$ cat config.mk
export PLATFORM = sky130hd
export DESIGN_NAME = noc_arbiter
export DESIGN_NICKNAME = d
export VERILOG_FILES = /design/src/rtl/noc_arbiter.sv
export SDC_FILE = /design/constraint.sdc
export NUM_CORES = 1
export LEC_CHECK = 0
export CAP_MARGIN = 0
export CORE_AREA = 5 5 182 184
export CTS_CLUSTER_SIZE = 20
export DETAILED_ROUTE_END_ITERATION = 8
export DIE_AREA = 0 0 187 189
export PLACE_DENSITY_LB_ADDON = 0.2
export REMOVE_ABC_BUFFERS = 1
export SYNTH_ARGS = -nofsm -noshare
export SYNTH_HDL_FRONTEND = slang
export SYNTH_SLANG_ARGS = --single-unit
$ cat constraint.sdc
create_clock -name clk -period 5.7 [get_ports clk]
set_input_delay 1.14 -clock clk [delete_from_list [all_inputs] [get_ports clk]]
set_output_delay 1.14 -clock clk [all_outputs]
set_load 0.02 [all_outputs]
$ cat src/rtl/noc_arbiter.sv
// Round-robin arbiter funnelling N_CPU request streams into one NOC port,
// with per-CPU outstanding credit tracking and a combinational response demux.
module noc_arbiter #(
    parameter int N_CPU   = 4,
    parameter int DATA_W  = 64,
    parameter int MAX_OUT = 4,
    parameter int IDX_W   = $clog2(N_CPU)
) (
    input  logic                    clk,
    input  logic                    rst_n,
    input  logic [N_CPU-1:0]        cpu_vld,
    output logic [N_CPU-1:0]        cpu_rdy,
    input  logic [N_CPU*DATA_W-1:0] cpu_data,
    output logic                    noc_vld,
    input  logic                    noc_rdy,
    output logic [DATA_W-1:0]       noc_data,
    output logic [IDX_W-1:0]        noc_idx,
    input  logic                    resp_vld,
    output logic                    resp_rdy,
    input  logic [DATA_W-1:0]       resp_data,
    input  logic [IDX_W-1:0]        resp_idx,
    output logic [N_CPU-1:0]        cpu_resp_vld,
    input  logic [N_CPU-1:0]        cpu_resp_rdy,
    output logic [DATA_W-1:0]       cpu_resp_data,
    output logic                    err_bad_idx
);

    typedef enum logic {EMPTY, FULL} state_t;

    localparam logic [7:0]     MAX_O = 8'(MAX_OUT);
    localparam logic [IDX_W:0] NC    = (IDX_W + 1)'(N_CPU);

    state_t                state_q, state_d;
    logic [IDX_W-1:0]      ptr;
    logic [7:0]            outstanding [N_CPU];
    logic [N_CPU-1:0]      elig;
    logic [2*N_CPU-1:0]    dbl;
    logic [N_CPU-1:0]      rot;
    logic [IDX_W-1:0]      off;
    logic [IDX_W:0]        sum;
    logic [IDX_W-1:0]      win;
    logic                  found;
    logic                  grant;
    logic [DATA_W-1:0]     win_data;
    logic [N_CPU-1:0]      resp_dec;
    logic                  resp_hit;
    logic                  resp_bad;
    logic                  underflow;

    // Eligibility is rotated so that bit 0 corresponds to ptr.
    always_comb begin
        elig = '0;
        for (int i = 0; i < N_CPU; i++) begin
            elig[i] = cpu_vld[i] && (outstanding[i] < MAX_O);
        end
        dbl   = {elig, elig} >> ptr;
        rot   = dbl[N_CPU-1:0];
        found = |rot;
        off   = '0;
        for (int i = N_CPU - 1; i >= 0; i--) begin
            if (rot[i]) begin
                off = IDX_W'(i);
            end
        end
        sum = {1'b0, ptr} + {1'b0, off};
        if (sum >= NC) begin
            sum = sum - NC;
        end
        win = sum[IDX_W-1:0];
    end

    assign grant = found && ((state_q == EMPTY) || noc_rdy);

    always_comb begin
        cpu_rdy  = '0;
        win_data = '0;
        for (int i = 0; i < N_CPU; i++) begin
            if (win == IDX_W'(i)) begin
                cpu_rdy[i] = grant;
                win_data   = cpu_data[i*DATA_W +: DATA_W];
            end
        end
    end

    always_comb begin
        state_d = state_q;
        if (grant) begin
            state_d = FULL;
        end else if (state_q == FULL && noc_rdy) begin
            state_d = EMPTY;
        end
    end

    always_ff @(posedge clk or negedge rst_n) begin
        if (!rst_n) begin
            state_q <= EMPTY;
        end else begin
            state_q <= state_d;
        end
    end

    assign noc_vld = (state_q == FULL);

    always_ff @(posedge clk or negedge rst_n) begin
        if (!rst_n) begin
            noc_data <= '0;
            noc_idx  <= '0;
            ptr      <= '0;
        end else if (grant) begin
            noc_data <= win_data;
            noc_idx  <= win;
            ptr      <= (win == IDX_W'(N_CPU - 1)) ? '0 : win + 1'b1;
        end
    end

    // Out-of-range indices match no CPU and are accepted unconditionally.
    always_comb begin
        cpu_resp_vld = '0;
        resp_rdy     = 1'b1;
        resp_hit     = 1'b0;
        for (int i = 0; i < N_CPU; i++) begin
            if (resp_idx == IDX_W'(i)) begin
                cpu_resp_vld[i] = resp_vld;
                resp_rdy        = cpu_resp_rdy[i];
                resp_hit        = 1'b1;
            end
        end
    end

    assign cpu_resp_data = resp_data;
    assign resp_bad      = resp_vld && !resp_hit;

    always_comb begin
        underflow = 1'b0;
        for (int i = 0; i < N_CPU; i++) begin
            resp_dec[i] = cpu_resp_vld[i] && cpu_resp_rdy[i];
            if (resp_dec[i] && outstanding[i] == 8'd0) begin
                underflow = 1'b1;
            end
        end
    end

    always_ff @(posedge clk or negedge rst_n) begin
        if (!rst_n) begin
            for (int i = 0; i < N_CPU; i++) begin
                outstanding[i] <= 8'd0;
            end
        end else begin
            for (int i = 0; i < N_CPU; i++) begin
                if (cpu_rdy[i] && cpu_vld[i] && !resp_dec[i]) begin
                    outstanding[i] <= outstanding[i] + 8'd1;
                end else if (resp_dec[i] && !(cpu_rdy[i] && cpu_vld[i])
                             && outstanding[i] != 8'd0) begin
                    outstanding[i] <= outstanding[i] - 8'd1;
                end
            end
        end
    end

    always_ff @(posedge clk or negedge rst_n) begin
        if (!rst_n) begin
            err_bad_idx <= 1'b0;
        end else if (resp_bad || underflow) begin
            err_bad_idx <= 1'b1;
        end
    end

endmodule

==> impl_results.md <==
* Status: complete, no violations
* Share of total power in the clock network at 7.2%
* Multi-input logic area at 0.004207 mm²
* Final setup violation count at 0
* Simple-gate share of the synthesized area at 20.31%
* Via count at 7633
* Final worst-path cycle share at 92.48%
* DR DRC count at 0
* Reg-to-reg slack, setup at 0.90 ns
* Clock sinks at 102
* Largest net degree at the start of global routing at 129
* Max Freq at 189.7 MHz
* FF-to-FF Start: outstanding[7]$_DFFE_PN0P_
* Dpl hpwl at 40560 µm
* Area Overhead vs Synth at 48.25%
* Syn avg cell area at 8.639 µm²
* Sequential cell area at 0.002552 mm²
* Mapped Area at 0.007533 mm²
* Critical-path maximum fanout at 7
* Sequential fraction of design power at 15.2%
* Yosys warnings at 0
* Width of the die at 187 µm
* Worst EP arrival at 4.13 ns
* Synth top area cells: dfrtp_1, a21oi_1, a221oi_1, buf_4, nor2b_1
* Filler Cells Inserted at 3226
* Crit path capture type: output pin
* Post-synth top area share at 33.88%
* Yosys reg bits at 102
* Fin. Hold Viols at 0
* Worst min path class: flop to flop
* Sequential fraction of the synthesis area at 33.88%
* Worst-case vdd ir drop at 0.5105 mV
* Critical path class: primary input to output pin
* First-pass GRT wire length at 64080 µm
* Syn Inst Count at 872
* Leak at 4.296 nW
* Post-route ant nets at 0
* Final WS setup at 0.4284 ns
* Hold_sp: outstanding[15]$_DFFE_PN0P_
* Fin crit period at 5.272 ns
* Max Cap Viol at 0
* Ys async rst share at 100.0%
* Routed Wire Length at 47710 µm
* Drt pass-1 iters at 5
* Worst-case clock skew at 0.01281 ns
* Clk root buf: clkbuf_16
* Clk_lat worst skew at 0.35 ns
* Reg2reg end: outstanding[7]$_DFFE_PN0P_
* Number of flops mapped to enable cells by yosys at 0
* Post-DP Area at 0.01087 mm²
* Cell-internal power at 4.353 mW
* Core area at 0.03123 mm²
* Gate power share at 77.6%
* Layout Utilization at 35.76%
* Site row count at 65
* Worst Tran Pin Value at 0.9479 ns
* Antenna Cells at 0
* Yosys cell types at 52
* # nets final at 1478
* Compound-cell area share of the yosys netlist at 20.66%
* Die Y at 189 µm
* DRC marker count from the first detailed-route iteration at 379
* Gr usage total at 25.94%
* Max Slew Vio Count at 0
* Port Buf Inserts at 346
* TritonCTS buffer count at 9
* Clock-pin slew on the worst setup and hold paths at 0.08 ns
* CP Launch Type: primary input
* Design area at 0.01117 mm²
* Routed len/inst at 31.43 µm
* Initial Util at 24.12%
* Hold buffers post-CTS at 0
* Slew headroom at 36.67%
* Pre-CTS WS at 0.1433 ns
* RePlAce Congestion at 0.9346
* Switching pwr at 4.763 mW
* Post-synth top area cell: dfrtp_1
* Vias per inst at 5.028
* CTS tree: done
* Mux cell area share after synthesis at 4.983%
* Largest family of logic cells by synthesized area: compound AO/OA/AOI/OAI gates
* Synthesized-area fraction occupied by adder cells at 5.879%
* Top-level I/O count at 475
* Power Density at 816.2 mW/mm²
* Clock buffer depth at 2
* R2R cell count at 17
* CTS HTree Levels at 3
* WP data required at 4.56 ns
* Number of global-route vias before repair at 7679
* GRT overflow at 0
* Die ar. at 0.03534 mm²
* Worst hold endpoint: outstanding[15]$_DFFE_PN0P_
* Main flop type after synthesis: dfrtp_1
* Postcts setup bufs at 0
* Sw Ratio at 52.25%
* Share of cells above drive strength 1 at 6.362%
* Initial antenna violation count at 2
* RSZ-0062 raised after global routing: no
* Setup TNS at 0 ns
* Depth of the worst hold-timing path at 1
* Post-synthesis xor/xnor area fraction at 3.488%
## cell usage after synthesis, types with 4 or more instances
cell type and instances:
a21oi_1 145, dfrtp_1 102, nor2_1 79, nor3_1 78, buf_4 66, nor2b_1 65
a221oi_1 64, clkbuf_1 40, ha_1 29, xnor2_1 22, mux2_2 18, nand2_1 17
nand3_1 15, buf_2 14, and3_1 13, inv_1 11, mux2_4 10, xor2_1 8
o21bai_1 7, a21o_1 6, buf_1 6, nor4_1 6, fa_1 4, o211ai_1 4
o21ai_0 4
## worst max-delay path, stage by stage
cell	delay, ns
clkdlybuf4s50_1	0.53
nand3_1	0.23
a2111oi_1	0.42
a21oi_1	0.07
o21ai_0	0.10
ha_1	0.35
inv_1	0.16
ha_1	0.28
and3_1	0.22
clkdlybuf4s50_1	0.62
## cell type report
class                      count  area share, %
multi-input combinational    630          37.67
timing repair buffer         357          31.95
sequential                   102          22.85
tap                          402          4.504
clock buffer                  11          2.084
clock inverter                 5         0.5714
inverter                      11         0.3697
## sequential cells by signal, indices dropped and copies added, names as in the netlist
| signal | count |
|---|---|
| err_bad_idx | 1 |
| noc_data | 64 |
| noc_idx | 2 |
| noc_vld | 1 |
| outstanding | 32 |
| ptr | 2 |
## what timing repair did
action                                 4_1_cts  5_1_grt
setup endpoints to repair                    0        2
endpoints found under the hold margin        0        0
resized for setup                            0        1
## per-stage QoR
stage               cells  hold slack, ns  power, mW
finish               1518          0.4786      9.116
global route         1518          0.4977      9.904
CTS                  1518          0.4853      9.241
detailed placement   1502          0.4680      8.513
global placement     1502          0.4690      8.471
floorplan             743          0.4420      5.889
## how the worst max path moves through the flow
stage / from / to / slack (ns) / cells past startpoint
final: cpu_vld[3] / cpu_rdy[0] / 0.43 / 10
after global routing: cpu_vld[3] / outstanding[7]$_DFFE_PN0P_ / 0.05 / 17
after CTS: cpu_vld[3] / cpu_rdy[3] / 0.42 / 10
after detailed placement: cpu_vld[3] / outstanding[7]$_DFFE_PN0P_ / 0.14 / 17
after global placement: cpu_vld[3] / outstanding[7]$_DFFE_PN0P_ / 0.19 / 17
after floorplan: cpu_vld[3] / outstanding[7]$_DFFE_PN0P_ / -1.09 / 16
## layout by cell type, fill, tap and decap left out, types with 8 or more instances in the layout
master and count:
clkdlybuf4s50_1 345, a21oi_1 145, dfrtp_1 102, nor2_1 79, nor3_1 78, nor2b_1 64, a221oi_1 64, ha_1 26
xnor2_1 22, mux2_2 18, nand2_1 17, nand3_1 15, and3_1 13, inv_1 11, mux2_4 10, buf_4 10
clkbuf_16 9, xor2_1 8
## power by group through the flow
| stage | Combinational [mW] | Clock, mW | Sequential [mW] |
|---|---|---|---|
| global placement | 7.08 | 0 | 1.39 |
| global route | 7.76 | 0.710 | 1.44 |
| finish | 7.08 | 0.654 | 1.39 |
| floorplan | 4.24 | 0 | 1.65 |
| detailed placement | 7.12 | 0 | 1.39 |
| CTS | 7.17 | 0.689 | 1.39 |
## layer usage
| layer | global-route usage (%) | share of wire (%) | wire length [µm] | up-vias |
|---|---|---|---|---|
| li1 | - | - | - | 3578 |
| met3 | 21.15 | 17 | 8244 | 46 |
| met1 | 21.11 | 28 | 13420 | 3590 |
| met5 | 0 | 0.057 | 27 | - |
| met2 | 47.61 | 52 | 24620 | 415 |
| met4 | 6.854 | 2.9 | 1393 | 4 |
## cell families (layout without fill, tap and decap cells)
logic type / after synthesis / after routing
AOI/OAI and AO/OA: 245 / 245
xor gates and xnor gates: 30 / 30
adders and majority gates: 33 / 33
buffers and inverters: 140 / 384
DFF: 102 / 102
muxes: 29 / 29
and+or+nand+nor: 293 / 293
Power figures use the tool's default switching activity.
